File: src/rtl/alu_pkg.sv
// Shared types and defaults for the streaming ALU reducer.
//   - ALU_DATA_WIDTH / ALU_NUM_WORD_WIDTH : default operand and word-count widths
//   - alu_op_e    : opcode encodings (5..7 are illegal)
//   - uint_t, uint_vld_t, alu_cmd_t, alu_res_t : bus payload types
//   - alu_state_e : reducer FSM states
//   - op_legal()  : true for the opcodes the reducer implements
package alu_pkg;

  localparam int unsigned ALU_DATA_WIDTH     = 8;
  localparam int unsigned ALU_NUM_WORD_WIDTH = 10;

  typedef enum logic [2:0] {
    ALU_ADD  = 3'd0,
    ALU_SUB  = 3'd1,
    ALU_MUL  = 3'd2,
    ALU_DIV  = 3'd3,
    ALU_MEAN = 3'd4
  } alu_op_e;

  typedef logic [ALU_DATA_WIDTH-1:0] uint_t;

  typedef struct packed {
    logic  vld;
    uint_t data;
  } uint_vld_t;

  typedef struct packed {
    logic                          vld;
    logic [2:0]                    opcode;
    logic [ALU_NUM_WORD_WIDTH-1:0] num_words;
  } alu_cmd_t;

  typedef struct packed {
    logic  vld;
    uint_t data;
    logic  ovf;
    logic  dz;
    logic  err;
  } alu_res_t;

  typedef enum logic [1:0] {
    ST_IDLE   = 2'd0,
    ST_ACCUM  = 2'd1,
    ST_DIVIDE = 2'd2,
    ST_RESP   = 2'd3
  } alu_state_e;

  function automatic logic op_legal(input logic [2:0] op);
    return (op <= ALU_MEAN);
  endfunction

endpackage

File: src/rtl/alu_seq_div.sv
// Restoring sequential divider, one quotient bit per cycle.
// The first bit is resolved on the start cycle, so done pulses for one cycle
// DIVIDEND_WIDTH-1 cycles after start and quotient is valid from then on.
//   clk, rst  : clock, synchronous active-high reset (aborts a running divide)
//   start     : load dividend/divisor and begin
//   dividend  : DIVIDEND_WIDTH-bit unsigned numerator
//   divisor   : DIVISOR_WIDTH-bit unsigned denominator (must be nonzero)
//   done      : one-cycle pulse when quotient is final
//   quotient  : floored quotient
module alu_seq_div #(
  parameter int unsigned DIVIDEND_WIDTH = 8,
  parameter int unsigned DIVISOR_WIDTH  = 8
) (
  input  logic                      clk,
  input  logic                      rst,
  input  logic                      start,
  input  logic [DIVIDEND_WIDTH-1:0] dividend,
  input  logic [DIVISOR_WIDTH-1:0]  divisor,
  output logic                      done,
  output logic [DIVIDEND_WIDTH-1:0] quotient
);

  localparam int unsigned CNT_WIDTH = $clog2(DIVIDEND_WIDTH + 1);

  logic [DIVISOR_WIDTH-1:0]  rem_q, dvs_q, rem_src, dvs_src, rem_step;
  logic [DIVIDEND_WIDTH-1:0] quo_src, quo_step;
  logic [DIVISOR_WIDTH:0]    trial;
  logic [CNT_WIDTH-1:0]      cnt_q;
  logic                      run_q;

  // One restoring step; on start it operates on the fresh operands.
  // quotient doubles as the dividend shift register.
  always_comb begin
    rem_src = rem_q;
    quo_src = quotient;
    dvs_src = dvs_q;
    if (start) begin
      rem_src = '0;
      quo_src = dividend;
      dvs_src = divisor;
    end
    trial    = {rem_src, quo_src[DIVIDEND_WIDTH-1]};
    rem_step = trial[DIVISOR_WIDTH-1:0];
    quo_step = {quo_src[DIVIDEND_WIDTH-2:0], 1'b0};
    if (trial >= {1'b0, dvs_src}) begin
      rem_step    = DIVISOR_WIDTH'(trial - {1'b0, dvs_src});
      quo_step[0] = 1'b1;
    end
  end

  // Iteration state; cnt_q holds the steps still to run.
  always_ff @(posedge clk) begin
    if (rst) begin
      rem_q    <= '0;
      dvs_q    <= '0;
      quotient <= '0;
      cnt_q    <= '0;
      run_q    <= 1'b0;
      done     <= 1'b0;
    end else begin
      done <= 1'b0;
      if (start) begin
        rem_q    <= rem_step;
        quotient <= quo_step;
        dvs_q    <= divisor;
        cnt_q    <= CNT_WIDTH'(DIVIDEND_WIDTH - 1);
        run_q    <= 1'b1;
      end else if (run_q) begin
        rem_q    <= rem_step;
        quotient <= quo_step;
        cnt_q    <= cnt_q - CNT_WIDTH'(1);
        if (cnt_q == CNT_WIDTH'(1)) begin
          run_q <= 1'b0;
          done  <= 1'b1;
        end
      end
    end
  end

endmodule

File: src/rtl/alu_stream_reducer.sv
// Streaming ALU reducer: takes one command (opcode, num_words), consumes
// num_words operands, reduces them per opcode and returns one result word.
// Optional macro ALU_STREAM_SAT_EN: saturate the result on overflow
// (ADD/MUL to all-ones, SUB clamps to 0 and stays there).
//   clk, rst                    : clock, synchronous active-high reset
//   cmd_vld/cmd_rdy             : command handshake (cmd_opcode, cmd_num_words)
//   din_vld/din_rdy/din_data    : operand stream
//   res_vld/res_rdy             : result handshake
//   res_data/res_ovf/res_dz/res_err : result word and status flags
//   busy                        : high outside IDLE
module alu_stream_reducer
  import alu_pkg::*;
#(
  parameter int unsigned DATA_WIDTH     = ALU_DATA_WIDTH,
  parameter int unsigned NUM_WORD_WIDTH = ALU_NUM_WORD_WIDTH
) (
  input  logic                      clk,
  input  logic                      rst,
  input  logic                      cmd_vld,
  output logic                      cmd_rdy,
  input  logic [2:0]                cmd_opcode,
  input  logic [NUM_WORD_WIDTH-1:0] cmd_num_words,
  input  logic                      din_vld,
  output logic                      din_rdy,
  input  logic [DATA_WIDTH-1:0]     din_data,
  output logic                      res_vld,
  input  logic                      res_rdy,
  output logic [DATA_WIDTH-1:0]     res_data,
  output logic                      res_ovf,
  output logic                      res_dz,
  output logic                      res_err,
  output logic                      busy
);

  localparam int unsigned ACC_WIDTH  = DATA_WIDTH + NUM_WORD_WIDTH;
  localparam int unsigned PROD_WIDTH = 2 * DATA_WIDTH;

  alu_state_e                state, state_nxt;
  logic [2:0]                op_q, op_nxt;
  logic [NUM_WORD_WIDTH-1:0] nw_q, nw_nxt, left_q, left_nxt;
  logic [ACC_WIDTH-1:0]      acc_q, acc_nxt;
  logic                      ovf_q, ovf_nxt, dz_q, dz_nxt, err_q, err_nxt;
  logic                      pend_q, pend_nxt;
  logic                      res_load;
  logic [DATA_WIDTH-1:0]     res_data_nxt;
  logic                      res_ovf_nxt;
  logic [DATA_WIDTH:0]       sub_val;
  logic [PROD_WIDTH-1:0]     prod_val;
  logic                      sdiv_start, sdiv_done;
  logic [DATA_WIDTH-1:0]     sdiv_quo;
  logic                      mdiv_start, mdiv_done;
  logic [ACC_WIDTH-1:0]      mdiv_quo;

  // Word-by-word DIV on the low DATA_WIDTH bits of the accumulator.
  alu_seq_div #(
    .DIVIDEND_WIDTH(DATA_WIDTH),
    .DIVISOR_WIDTH (DATA_WIDTH)
  ) u_word_div (
    .clk     (clk),
    .rst     (rst),
    .start   (sdiv_start),
    .dividend(acc_q[DATA_WIDTH-1:0]),
    .divisor (din_data),
    .done    (sdiv_done),
    .quotient(sdiv_quo)
  );

  // MEAN: full-width sum divided by the word count; started with the final sum.
  alu_seq_div #(
    .DIVIDEND_WIDTH(ACC_WIDTH),
    .DIVISOR_WIDTH (NUM_WORD_WIDTH)
  ) u_mean_div (
    .clk     (clk),
    .rst     (rst),
    .start   (mdiv_start),
    .dividend(acc_nxt),
    .divisor (nw_q),
    .done    (mdiv_done),
    .quotient(mdiv_quo)
  );

  // Next-state, datapath update and result formatting.
  always_comb begin
    state_nxt    = state;
    op_nxt       = op_q;
    nw_nxt       = nw_q;
    left_nxt     = left_q;
    acc_nxt      = acc_q;
    ovf_nxt      = ovf_q;
    dz_nxt       = dz_q;
    err_nxt      = err_q;
    pend_nxt     = pend_q;
    res_load     = 1'b0;
    sdiv_start   = 1'b0;
    mdiv_start   = 1'b0;
    sub_val      = {1'b0, acc_q[DATA_WIDTH-1:0]} - {1'b0, din_data};
    prod_val     = PROD_WIDTH'(acc_q[DATA_WIDTH-1:0]) * PROD_WIDTH'(din_data);

    case (state)
      ST_IDLE: begin
        if (cmd_vld && cmd_rdy) begin
          op_nxt   = cmd_opcode;
          nw_nxt   = cmd_num_words;
          left_nxt = cmd_num_words;
          acc_nxt  = '0;
          ovf_nxt  = 1'b0;
          dz_nxt   = 1'b0;
          pend_nxt = 1'b0;
          err_nxt  = !op_legal(cmd_opcode) || (cmd_num_words == '0);
          if (cmd_num_words == '0) begin
            state_nxt = ST_RESP;
            res_load  = 1'b1;
          end else begin
            state_nxt = ST_ACCUM;
          end
        end
      end

      ST_ACCUM: begin
        if (pend_q) begin
          if (sdiv_done) begin
            acc_nxt  = ACC_WIDTH'(sdiv_quo);
            pend_nxt = 1'b0;
            if (left_q == '0) begin
              state_nxt = ST_RESP;
              res_load  = 1'b1;
            end
          end
        end else if (din_vld && din_rdy) begin
          left_nxt = left_q - NUM_WORD_WIDTH'(1);
          if (left_q == nw_q) begin
            // First word seeds the accumulator; illegal opcodes discard it.
            if (op_legal(op_q)) acc_nxt = ACC_WIDTH'(din_data);
          end else begin
            case (op_q)
              ALU_ADD, ALU_MEAN: acc_nxt = acc_q + ACC_WIDTH'(din_data);
              ALU_SUB: begin
                acc_nxt = ACC_WIDTH'(sub_val[DATA_WIDTH-1:0]);
                if (sub_val[DATA_WIDTH]) ovf_nxt = 1'b1;
`ifdef ALU_STREAM_SAT_EN
                // Clamp is sticky: once underflowed the result stays at 0.
                if (sub_val[DATA_WIDTH] || ovf_q) acc_nxt = '0;
`endif
              end
              ALU_MUL: begin
                acc_nxt = ACC_WIDTH'(prod_val[DATA_WIDTH-1:0]);
                if (|prod_val[PROD_WIDTH-1:DATA_WIDTH]) ovf_nxt = 1'b1;
              end
              ALU_DIV: begin
                // After a divide by zero the all-ones result is frozen.
                if (!dz_q) begin
                  if (din_data == '0) begin
                    acc_nxt = ACC_WIDTH'({DATA_WIDTH{1'b1}});
                    dz_nxt  = 1'b1;
                  end else begin
                    sdiv_start = 1'b1;
                    pend_nxt   = 1'b1;
                  end
                end
              end
              default: ;
            endcase
          end
          if (left_q == NUM_WORD_WIDTH'(1) && !pend_nxt) begin
            if (op_q == ALU_MEAN) begin
              mdiv_start = 1'b1;
              state_nxt  = ST_DIVIDE;
            end else begin
              state_nxt = ST_RESP;
              res_load  = 1'b1;
            end
          end
        end
      end

      ST_DIVIDE: begin
        if (mdiv_done) begin
          acc_nxt   = mdiv_quo;
          state_nxt = ST_RESP;
          res_load  = 1'b1;
        end
      end

      ST_RESP: begin
        if (res_vld && res_rdy) state_nxt = ST_IDLE;
      end

      default: state_nxt = ST_IDLE;
    endcase

    // ADD overflow is judged on the unwrapped sum.
    res_data_nxt = acc_nxt[DATA_WIDTH-1:0];
    res_ovf_nxt  = ovf_nxt;
    if (op_nxt == ALU_ADD) res_ovf_nxt = ovf_nxt | (|acc_nxt[ACC_WIDTH-1:DATA_WIDTH]);
    if (err_nxt) begin
      res_data_nxt = '0;
      res_ovf_nxt  = 1'b0;
    end
`ifdef ALU_STREAM_SAT_EN
    else if (res_ovf_nxt && (op_nxt == ALU_ADD || op_nxt == ALU_MUL)) begin
      res_data_nxt = '1;
    end
`endif
  end

  // State, datapath and registered outputs (decoded from the next state).
  always_ff @(posedge clk) begin
    if (rst) begin
      state    <= ST_IDLE;
      op_q     <= '0;
      nw_q     <= '0;
      left_q   <= '0;
      acc_q    <= '0;
      ovf_q    <= 1'b0;
      dz_q     <= 1'b0;
      err_q    <= 1'b0;
      pend_q   <= 1'b0;
      cmd_rdy  <= 1'b0;
      din_rdy  <= 1'b0;
      res_vld  <= 1'b0;
      res_data <= '0;
      res_ovf  <= 1'b0;
      res_dz   <= 1'b0;
      res_err  <= 1'b0;
      busy     <= 1'b0;
    end else begin
      state   <= state_nxt;
      op_q    <= op_nxt;
      nw_q    <= nw_nxt;
      left_q  <= left_nxt;
      acc_q   <= acc_nxt;
      ovf_q   <= ovf_nxt;
      dz_q    <= dz_nxt;
      err_q   <= err_nxt;
      pend_q  <= pend_nxt;
      cmd_rdy <= (state_nxt == ST_IDLE);
      din_rdy <= (state_nxt == ST_ACCUM) && !pend_nxt;
      res_vld <= (state_nxt == ST_RESP);
      busy    <= (state_nxt != ST_IDLE);
      if (res_load) begin
        res_data <= res_data_nxt;
        res_ovf  <= res_ovf_nxt;
        res_dz   <= dz_nxt;
        res_err  <= err_nxt;
      end
    end
  end

endmodule
File: config.mk
export PLATFORM = sky130hd
export DESIGN_NAME = alu_stream_reducer
export DESIGN_NICKNAME = d
export VERILOG_FILES = /design/src/rtl/alu_pkg.sv /design/src/rtl/alu_seq_div.sv /design/src/rtl/alu_stream_reducer.sv
export SDC_FILE = /design/constraint.sdc
export NUM_CORES = 1
export LEC_CHECK = 0
export ABC_AREA = 1
export CAP_MARGIN = 15
export CORE_UTILIZATION = 40
export DETAILED_ROUTE_END_ITERATION = 6
export PLACE_DENSITY_LB_ADDON = 0.12
export SETUP_SLACK_MARGIN = 0.3
export SYNTH_ARGS = -nofsm -noshare
export SYNTH_HDL_FRONTEND = slang
export SYNTH_SLANG_ARGS = --single-unit
File: constraint.sdc
create_clock -name clk -period 13.7 [get_ports clk]
set_input_delay 1.37 -clock clk [delete_from_list [all_inputs] [get_ports clk]]
set_output_delay 1.37 -clock clk [all_outputs]
set_load 0.1 [all_outputs]
# After elaboration in Yosys (flattened, before gate mapping)
# Index checks and enable logic that the tools add are counted.
dict set report totals {
  out_inout_bits 15
  wordCells 200
  regBits 137
}
dict set report op_classes {
  add_sub_neg 7
  magnitude_cmp 4
  mul 1
  n_bitwise 3
  eq_ne 16
  muxes 109
  n_reduce_logical 29
}
# cell n
set ops {}
lappend ops {{$mux W18} 12}
lappend ops {{$mux W10} 8}
lappend ops {{$mux W8} 9}
lappend ops {{$pmux W18 S4} 1}
lappend ops {{$mux W1} 56}
lappend ops {{$pmux W18 S3} 1}
lappend ops {{$logic_not A10 Y1} 2}
lappend ops {{$pmux W10 S2} 1}
lappend ops {{$add A18 B8 Y18} 1}
lappend ops {{$mux W2} 9}
lappend ops {{$mul A8 B8 Y16} 1}
lappend ops {{$mux W3} 4}
lappend ops {{$ge A11 B10 Y1} 1}
lappend ops {{$eq A10 B1 Y1 const B} 1}
lappend ops {{$eq A10 B10 Y1} 1}
lappend ops {{$mux W5} 2}
lappend ops {{$reduce_or A10 Y1} 1}
lappend ops {{$sub A10 B1 Y10 const B} 1}
lappend ops {{$sub A10 B10 Y10} 1}
lappend ops {{$ge A9 B8 Y1} 1}
lappend ops {{$sub A8 B8 Y9} 1}
lappend ops {{$logic_not A8 Y1} 1}
lappend ops {{$pmux W1 S2} 4}
lappend ops {{$pmux W2 S4} 1}
lappend ops {{26 further kinds} 48}

# Longest topological paths before layout
# Gate-level depths: netlist of run 1.
dict set report depth {
  ltp_word 19
  depth_mapped 37
  depth_no_buf 35
}

# Modules after synthesis
# A second synthesis of run 1 with hierarchy kept.
dict set report unflattened {
  hier_cells 1808
  hier_area_um2 11696.2
}
# mod cells_each area_each_um2 instances
set modules_own_cells {}
lappend modules_own_cells {alu_stream_reducer 1160 7241.9 1}
lappend modules_own_cells {{alu_seq_div (u_mean_div)} 388 2671.3 1}
lappend modules_own_cells {{alu_seq_div (u_word_div)} 260 1783.0 1}

# Worst setup path before layout of run 1
# No wires, ideal clock.
dict set report synth_timing {
  path_kind {input -> register}
  start {input port din_data[7]}
  end {register res_ovf}
  setup_ns 0.132
  slack_ns 8.247
  path_buffers 1
  arrival_time_ns 5.320
  required_ns 13.568
  stages 22
  cell_sequence {buf_2 -> nand2_1 -> fa_1 -> fa_1 -> fa_1 -> fa_1 -> inv_1 -> ha_1 -> nand2_1 -> inv_1 -> nand4_1 -> nand3_1 -> nand2_1 -> nand2_1 -> a21oi_1 -> o21ai_0 -> xor2_1 -> nand4_1 -> a21boi_0 -> nand2_1 -> nand2_1 -> a21oi_1}
}
dict set report synth_via {
  elab_chain_len 14
}
# element line
set synth_lines {}
lappend synth_lines {{start, declared} alu_stream_reducer.sv:25} ;# input logic [DATA_WIDTH-1:0] din_data,
lappend synth_lines {{parallel branches: the longest is 14 deep, another holds $mul A8 B8 Y16} -}
lappend synth_lines {{end signal, assigned} alu_stream_reducer.sv:242} ;# res_ovf <= res_ovf_nxt;
lappend synth_lines {{end, declared} alu_stream_reducer.sv:29} ;# output logic res_ovf,
# Several ways; the timed one is not identified. The select of a mux whose other input is x is not followed.
# A chain may end at the register's enable or synchronous reset.

# Worst setup path after layout of run 1
dict set report layout_timing {
  start {input port din_data[3]}
  end {register res_ovf}
}
# The elaborated chain is that of the path after synthesis.

==> results.md, run 1 <==
- Run status: complete, no violations
- Global-route usage over all layers: 23.77%
- Launching element type of the critical path: primary input
- Achievable Freq: 161.6 MHz
- Adder-cell share of the synthesized area: 15.76%
- Family of cells with the greatest summed delay on the critical path: adder cells
- Worst-case register-to-register setup slack: 8.32 ns
- Placed instance count: 2068
- Post-CTS Hold Fix Bufs: 0
- Reg2Reg Depth: 24
- Parity-gate share of the synthesized area counting xor and xnor cells: 2.522%
- Sequential share of power: 41.0%
- Synthesized-area fraction occupied by ao, oa, aoi and oai cells: 18.49%
- Fill cells: 2847
- Seq/Total Area, Yosys: 24.68%
- Number of standard cells after synthesis: 1717
- TritonCTS clock tree: yes
- Ports placed on the boundary: 41
- Most area-hungry cell type in the Yosys netlist: sky130_fd_sc_hd__dfxtp_1
- Vias in the first global route: 10.27k
- Critical path buffers and inverters: 5
- Buffer count from post-CTS setup fixing: 0
- Number of nets produced by synthesis: 1859
- Number of gates given a new drive strength after cts: 0
- Cell with the largest stage delay on the worst path: sky130_fd_sc_hd__clkdlybuf4s50_1
- Setup crit end kind: register
- Total routed wirelength: 32.95 mm
- #FFs+latches synth: 137
- Main combinational cell family by area after synthesis: simple AND/OR/NAND/NOR gates
- Number of maximum-capacitance constraint violations: 0
- H-tree levels: 4
- Setup repair after global routing missed its margin: no
- Netlist Area Pre-Place: 0.01111 mm2
- Post-synthesis share of cell area spent on and, or, nand and nor gates: 25.97%
- Maximum count of clock buffers along a single path: 2
- Startpoint of the tightest hold check path: u_mean_div.rem_q[1]
- Detailed-routing iteration count for the pre-antenna-repair pass: 5
- Crit Path Max Fanout: 9
- Mux share of post-synthesis cell area: 0.1802%
- Detailed router's first-iteration violation count: 670
- Slew at the pin with the worst max-slew slack: 1.152 ns
- Final hold vios: 0
- Global route total overflow: 0
- Final weighted congestion in routability-driven placement: 0.9719
- Slowest Stage Delay on Critical Path: 0.74 ns
- Area fraction of the dominant cell type after synthesis: 24.68%
- Required time of the critical path: 13.96 ns
- Number of pins with negative max-slew slack in the final report: 0
- Average vias per placed instance: 5.085
- Final Critical Period: 6.190 ns
- Final setup fails: 0
- Gate power share: 14.7%
- Die Footprint: 0.02845 mm2
- Via count: 10.67k
- Worst rel slew slack: 22.60%
- Most frequent cells in the layout: sky130_fd_sc_hd__nand2_1 (421), sky130_fd_sc_hd__inv_1 (265), sky130_fd_sc_hd__o21ai_0 (159), sky130_fd_sc_hd__a21oi_1 (150)
- Clock-pin slew reported for the worst setup and hold paths after clock tree synthesis: 0.06 ns
- Cts bufs inserted: 17
- Post-Syn Area per Cell: 6.472 um2
- Layout cell share with drive strength beyond 1: 4.748%
- Class of the worst hold path: register to register
- Peak ir drop on the vdd network: 0.00007708 V
- Cell with the most instances on the worst path: sky130_fd_sc_hd__nand2_1
- Max Clock Skew: 0.01058 ns
- Startpoint of the worst register-to-register path: acc_q[3]
- Total negative slack: 0 ns
- Endpoint of the worst hold-timing path: u_mean_div.rem_q[1]
- Switching power: 288.5 uW
- Detailed placement HPWL: 24.65 mm
- Antenna violations before repair: 0
- Hold depth: 2
- Die height: 168.7 um
- Floorplan die width: 168.7 um
- Root buffer cell: sky130_fd_sc_hd__clkbuf_16
- Power density of the placed cells: 83.09 mW/mm2
- Clock network power share: 44.3%
- Clock insertion delay at the later pin of the skew report: 0.42 ns
- TritonCTS Sinks: 137
- Data arrival, critical path: 6.45 ns
- Number of nets at the end of the flow: 1857
- Core Region: 0.02710 mm2
- Syn-to-layout area delta: 10.98%
- Leading cell type in the layout, fill and taps excluded: sky130_fd_sc_hd__nand2_1
- End of the worst register-to-register path: res_ovf
- Antenna cells: 0
- Net switching share of the total power: 28.16%
- Number of rows created at floorplan: 60
- Cells taking the most area after synthesis: sky130_fd_sc_hd__dfxtp_1 (25%), sky130_fd_sc_hd__nand2_1 (14%), sky130_fd_sc_hd__inv_1 (9.0%), sky130_fd_sc_hd__ha_1 (8.6%), sky130_fd_sc_hd__fa_1 (7.2%)
- Leakage power: 6.091 nW
- Pin count of the biggest net entering global routing: 66
- Non-filler cells in the finished layout: 2099
- Worst Path Class, Setup: primary input to register
- Number of warnings issued by yosys: 0
- Routed length per instance: 15.70 um
- First-pass GRT wire length: 53.48 mm
- Yosys cell types: 52
- Number of buffers added on ports: 40
- Antenna-violating nets left: 0
- Effective utilization at floorplan: 41.00%
- Design internal power: 736.1 uW
- Ratio of final minimum period to clock period: 45.18%
- Remaining DRCs: 0
## synth_stat cells (all sizes together)
library cell  count
clkbuf           49
a211o             1
a221oi            2
xor2             20
o221ai            3
a21oi           150
nor3             10
or3               1
nor2            144
a311oi            1
nand3b            2
ha               76
or2               3
a21o              2
a31o              2
a31oi            14
o31ai             1
o211ai           13
xnor2            12
nor4              6
a21boi            1
o21a              1
o21bai           12
o32ai             1
fa               40
dfxtp           137
a22oi             1
and2              1
nand4            16
nand3            83
nand2           426
o21ai           168
buf              24
o2111ai           2
a211oi            3
mux2i             2
clkinv            3
inv             283
a32oi             1
## cell families (layout without fill, tap and decap cells)
kind of cell    after synthesis  after routing
simple gates                692            692
fa+ha+maj                   116            116
compound gates              379            379
mux                           2              2
xor+xnor                     32             32
flops                       137            137
buf+inv                     359            369
## worst max path at each step
stage                     endpoint  depth (start not counted)        start  slack [ns]
final                      res_ovf                         25  din_data[3]        7.51
after global routing       res_ovf                         25  din_data[3]        7.08
after CTS                  res_ovf                         25  din_data[3]        7.51
after detailed placement   res_ovf                         25  din_data[3]        7.10
after global placement     res_ovf                         25  din_data[3]        7.25
after floorplan            res_ovf                         22  din_data[7]        8.25
## flip-flops by register name, indices dropped and copies added, names as in the netlist, 2 cells and up
name	count
op_q	3
u_word_div.quotient	8
u_mean_div.rem_q	10
nw_q	10
u_word_div.dvs_q	8
u_mean_div.dvs_q	10
left_q	10
u_mean_div.cnt_q	5
u_word_div.rem_q	8
acc_q	18
u_word_div.cnt_q	4
u_mean_div.quotient	18
state	2
res_data	8
## metrics by stage
| step | cell area [um2] | util (%) | power (mW) | worst slack [ns] | hold WS (ns) |
|---|---|---|---|---|---|
| after CTS | 12330 | 45.50 | 1.031 | 7.512 | 0.4642 |
| after detailed placement | 11760 | 43.39 | 0.5782 | 7.103 | 0.4558 |
| after global routing | 12330 | 45.50 | 1.071 | 7.081 | 0.4833 |
| after floorplan | 11110 | - | 0.5311 | 8.247 | 0.4445 |
| after global placement | 11760 | 43.39 | 0.5779 | 7.250 | 0.4526 |
| final | 12330 | 45.50 | 1.025 | 7.510 | 0.4618 |
## metal layers
layer  share of wire [%]  up-vias  global-route usage, %
met3                 5.0       37                  2.525
li1                    -     5481                      -
met2                  47      285                  40.91
met4                 1.8        0                  6.759
met1                  46     4871                  31.37
met5                   0        -                      0
## power by group through the flow
stage / sequential (mW) / clock [mW] / combinational [mW]
after floorplan: 0.430 / 0 / 0.101
after global placement: 0.429 / 0 / 0.149
after detailed placement: 0.429 / 0 / 0.149
after CTS: 0.420 / 0.461 / 0.150
after global routing: 0.421 / 0.482 / 0.168
final: 0.420 / 0.454 / 0.151
## worst register-to-register path: stages (launching register included)
cell and delay (ns):
sky130_fd_sc_hd__dfxtp_1 0.82, sky130_fd_sc_hd__ha_1 0.36, sky130_fd_sc_hd__inv_1 0.09, sky130_fd_sc_hd__fa_1 0.53
sky130_fd_sc_hd__inv_1 0.04, sky130_fd_sc_hd__ha_1 0.26, sky130_fd_sc_hd__inv_1 0.05, sky130_fd_sc_hd__fa_1 0.51
sky130_fd_sc_hd__fa_1 0.55, sky130_fd_sc_hd__inv_1 0.04, sky130_fd_sc_hd__ha_1 0.36, sky130_fd_sc_hd__nand2_1 0.11
sky130_fd_sc_hd__nand2_1 0.06, sky130_fd_sc_hd__nand2_1 0.06, sky130_fd_sc_hd__nand3_1 0.11, sky130_fd_sc_hd__nand2_1 0.08
sky130_fd_sc_hd__nand2_1 0.07, sky130_fd_sc_hd__a21oi_1 0.21, sky130_fd_sc_hd__o21ai_0 0.14, sky130_fd_sc_hd__xor2_1 0.16
sky130_fd_sc_hd__nand4_1 0.12, sky130_fd_sc_hd__a21boi_0 0.28, sky130_fd_sc_hd__nand2_1 0.09, sky130_fd_sc_hd__nand2_1 0.06
sky130_fd_sc_hd__a21oi_1 0.06
## layout make-up
class,count,area [um2],share of cell area [%]
Inverter,286,1074,8.705
Tap cell,372,465.4,3.774
Clock inverter,8,95.09,0.7711
Multi-Input combinational cell,1221,6992,56.70
Clock buffer,23,478.0,3.876
Sequential cell,137,2743,22.24
Timing Repair Buffer,52,485.5,3.937
No activity file was read; power rests on OpenSTA's default activity.
==> run 2, diff against run 1 <==
clock period = 5.3 ns   (was 13.7 ns; I/O delays follow)
==> run 2 against run 1 <==
Routed wire length rose by 2.4%. Flip-flop and latch count did not move. Sequential share of layout area fell by 0.79 points. Clock skew fell by 0.0036 ns. Register-to-register slack got worse by 7.7 ns. Final cell count rose by 2.0%. Largest cell class unchanged. Via count rose by 1.8%.
==> results.md, run 2 (synthesis gave the netlist of run 1 again) <==
- TritonCTS clock tree: yes (unchanged)
- Maximum count of clock buffers along a single path: 2 (unchanged)
- Cts bufs inserted: 17 (unchanged)
- Switching power: 775.7 uW (was 288.5 uW)
- Class of the worst hold path: register to register (unchanged)
- Floorplan die width: 168.7 um (unchanged)
- Cell with the largest stage delay on the worst path: sky130_fd_sc_hd__fa_1 (was sky130_fd_sc_hd__clkdlybuf4s50_1)
- Global route total overflow: 0 (unchanged)
- Total routed wirelength: 33.73 mm (was 32.95 mm)
- TritonCTS Sinks: 137 (unchanged)
- Fill cells: 2812 (was 2847)
- Pin count of the biggest net entering global routing: 66 (unchanged)
- Die height: 168.7 um (unchanged)
- Detailed router's first-iteration violation count: 794 (was 670)
- Achievable Freq: 210.2 MHz
- Number of pins with negative max-slew slack in the final report: 0 (unchanged)
- Leakage power: 6.360 nW (was 6.091 nW)
- Remaining DRCs: 0 (unchanged)
- Gate power share: 14.8% (was 14.7%)
- Antenna-violating nets left: 0 (unchanged)
- Sequential share of power: 38.9% (was 41.0%)
- Leading cell type in the layout, fill and taps excluded: sky130_fd_sc_hd__nand2_1 (unchanged)
- Critical path, cell by cell: clkdlybuf4s50_1 -> nand2_1 -> fa_1 -> fa_1 -> fa_1 -> fa_1 -> inv_1 -> ha_4 -> nand2_1 -> inv_1 -> nand4_1 -> nand3_2 -> nand2_1 -> nand2_1 -> a21oi_2 -> o21ai_0 -> xor2_1 -> nand4_1 -> a21boi_2 -> nand2_1 -> nand2_1 -> a21oi_1
- Placed standard-cell area: 0.01207 mm2 (was 0.01176 mm2)
- Worst slack after detailed placement: -0.1477 ns (was 7.103 ns)
- Number of nets at the end of the flow: 1899 (was 1857)
- Run status: complete, no violations (unchanged)
- First-pass GRT wire length: 54.05 mm (was 53.48 mm)
- Final Critical Period: 4.758 ns
- Post-route cell area: 0.01279 mm2 (was 0.01233 mm2)
- Clock-pin slew reported for the worst setup and hold paths after clock tree synthesis: 0.06 ns (about the same)
- Top flop regs: acc_q x18, u_mean_div.quotient x18 (unchanged)
- Total negative slack: 0 ns (unchanged)
- Launching element type of the critical path: primary input (unchanged)
- Design internal power: 2.016 mW (was 736.1 uW)
- Antenna violations before repair: 0 (unchanged)
- Setup crit end kind: register (unchanged)
- Endpoint of the worst hold-timing path: u_mean_div.rem_q[1] (unchanged)
- Clock insertion delay at the later pin of the skew report: 0.42 ns (about the same)
- Startpoint of the tightest hold check path: u_mean_div.rem_q[1] (unchanged)
- Average vias per placed instance: 5.073 (was 5.085)
- Detailed-routing iteration count for the pre-antenna-repair pass: 6 (was 5)
- Antenna cells: 0 (unchanged)
- Most frequent cells in the layout: sky130_fd_sc_hd__nand2_1 (421), sky130_fd_sc_hd__inv_1 (265), sky130_fd_sc_hd__o21ai_0 (158), sky130_fd_sc_hd__a21oi_1 (148), sky130_fd_sc_hd__dfxtp_1 (136) (was sky130_fd_sc_hd__nand2_1 (421), sky130_fd_sc_hd__inv_1 (265), sky130_fd_sc_hd__o21ai_0 (159), sky130_fd_sc_hd__a21oi_1 (150))
- Critical path buffers and inverters: 3 (was 5)
- Power density of the placed cells: 218.2 mW/mm2 (was 83.09 mW/mm2)
- Routed length per instance: 15.75 um (was 15.70 um)
- Hold depth: 2 (unchanged)
- Final setup fails: 0 (unchanged)
- Startpoint of the worst register-to-register path: acc_q[3] (unchanged)
- Number of maximum-capacitance constraint violations: 0 (unchanged)
- Family of cells with the greatest summed delay on the critical path: adder cells (unchanged)
- Min setup slack post-route: 0.5422 ns (was 7.510 ns)
- Final hold vios: 0 (unchanged)
- Reg2Reg Depth: 24 (unchanged)
- Core Region: 0.02710 mm2 (unchanged)
- Data arrival, critical path: 5.04 ns (was 6.45 ns)
- Cell with the most instances on the worst path: sky130_fd_sc_hd__nand2_1 (unchanged)
- Vias in the first global route: 10.26k (was 10.27k)
- Layout cell share with drive strength beyond 1: 7.797% (was 4.748%)
- Number of buffers added on ports: 40 (unchanged)
- Ratio of final minimum period to clock period: 89.77%
- Slowest Stage Delay on Critical Path: 0.58 ns (was 0.74 ns)
- H-tree levels: 4 (unchanged)
- Worst rel slew slack: 33.76% (was 22.60%)
- Detailed placement HPWL: 26.08 mm (was 24.65 mm)
- Final weighted congestion in routability-driven placement: 0.9556 (was 0.9719)
- Required time of the critical path: 5.58 ns (was 13.96 ns)
- Die Footprint: 0.02845 mm2 (unchanged)
- Clock network power share: 46.4% (was 44.3%)
- Worst Path Class, Setup: primary input to register (unchanged)
- Crit Path Max Fanout: 4 (was 9)
- Net switching share of the total power: 27.79% (was 28.16%)
- Syn-to-layout area delta: 15.10% (was 10.98%)
- End of the worst register-to-register path: res_ovf (unchanged)
- Via count: 10.87k (was 10.67k)
- Root buffer cell: sky130_fd_sc_hd__clkbuf_16 (unchanged)
- Peak ir drop on the vdd network: 0.0001888 V (was 0.00007708 V)
- Ports placed on the boundary: 41 (unchanged)
- Slew at the pin with the worst max-slew slack: 0.9905 ns (was 1.152 ns)
- Effective utilization at floorplan: 41.00% (unchanged)
- Max Clock Skew: 0.006979 ns (was 0.01058 ns)
- Global-route usage over all layers: 24.17% (was 23.77%)
- Setup repair after global routing missed its margin: no (unchanged)
- Number of rows created at floorplan: 60 (unchanged)
- Worst-case register-to-register setup slack: 0.62 ns (was 8.32 ns)
run 2: cell types whose count changed in the layout (fill, tap and decap cells not counted), moves of 2 or more:
cell,before,now
sky130_fd_sc_hd__ha_4,0,3
sky130_fd_sc_hd__a21oi_1,150,148
sky130_fd_sc_hd__clkbuf_1,3,1
sky130_fd_sc_hd__dlymetal6s2s_1,0,3
sky130_fd_sc_hd__nor2_1,137,135
sky130_fd_sc_hd__a21oi_2,0,2
sky130_fd_sc_hd__bufinv_16,2,4
sky130_fd_sc_hd__ha_1,76,72
sky130_fd_sc_hd__clkdlybuf4s50_1,39,36
sky130_fd_sc_hd__buf_4,12,52
sky130_fd_sc_hd__buf_6,0,2
sky130_fd_sc_hd__nor2_2,3,5
run 2: per-layer routing:
metal | vias up | GRT usage, % | share of wire, %
met3 | 46 | 3.858 | 5.5
met1 | 4975 | 31.52 | 45
li1 | 5568 | - | -
met5 | - | 0 | 0
met4 | 0 | 7.233 | 2.3
met2 | 278 | 40.91 | 47
run 2: worst max path at each step:
stage                               end         from  slack [ns]  cells after the start
finish                          res_ovf  din_data[7]        0.54                     22
global route        u_mean_div.rem_q[8]  din_data[1]        0.30                     34
CTS                             res_ovf  din_data[3]        0.37                     25
detailed placement              res_ovf  din_data[3]       -0.15                     25
global placement                res_ovf  din_data[6]      -0.005                     23
floorplan                       res_ovf     acc_q[1]        0.61                     22
run 2: area by class of cell:
cell class	instances	area [um2]	share of cell area, %
Timing Repair Buffer	94	815.8	6.378
Clock inverter	11	167.7	1.311
Clock buffer	21	470.5	3.678
Tap cell	372	465.4	3.639
Sequential cell	137	2744	21.45
Multi-Input combinational cell	1221	7053	55.15
Inverter	286	1074	8.394
run 2: worst min-delay path, cell delays in order, from the launching register on:
cell	delay [ns]
sky130_fd_sc_hd__dfxtp_1	0.31
sky130_fd_sc_hd__nand2_1	0.06
sky130_fd_sc_hd__a21oi_1	0.06
run 2: timing repair:
item | in CTS | in global routing
buffers inserted | 0 | 1
hold buffers | 0 | 0
cloned | 0 | 0
resized for setup | 2 | 17
setup endpoints to repair | 1 | 14
pin swaps | 0 | 5
run 2: power groups by stage:
| stage | clock network, mW | logic [mW] | registers [mW] |
|---|---|---|---|
| finish | 1.29 | 0.412 | 1.08 |
| global route | 1.36 | 0.455 | 1.09 |
| CTS | 1.32 | 0.408 | 1.09 |
| detailed placement | 0 | 0.406 | 1.11 |
| global placement | 0 | 0.405 | 1.11 |
| floorplan | 0 | 0.260 | 1.11 |
run 2: stage by stage:
| step | util [%] | power, mW | hold WS (ns) | cells |
|---|---|---|---|---|
| floorplan | - | 1.373 | 0.4445 | 1717 |
| global placement | 44.52 | 1.512 | 0.4537 | 2109 |
| detailed placement | 44.52 | 1.514 | 0.4565 | 2109 |
| CTS | 46.88 | 2.810 | 0.4659 | 2141 |
| global route | 47.19 | 2.903 | 0.4850 | 2142 |
| finish | 47.19 | 2.791 | 0.4681 | 2142 |
==> run 3, diff against run 2 <==
CAP_MARGIN = 10   (was 15)
==> results of run 3 <==
Final layout, timing and power as in run 2 (identical DEF).
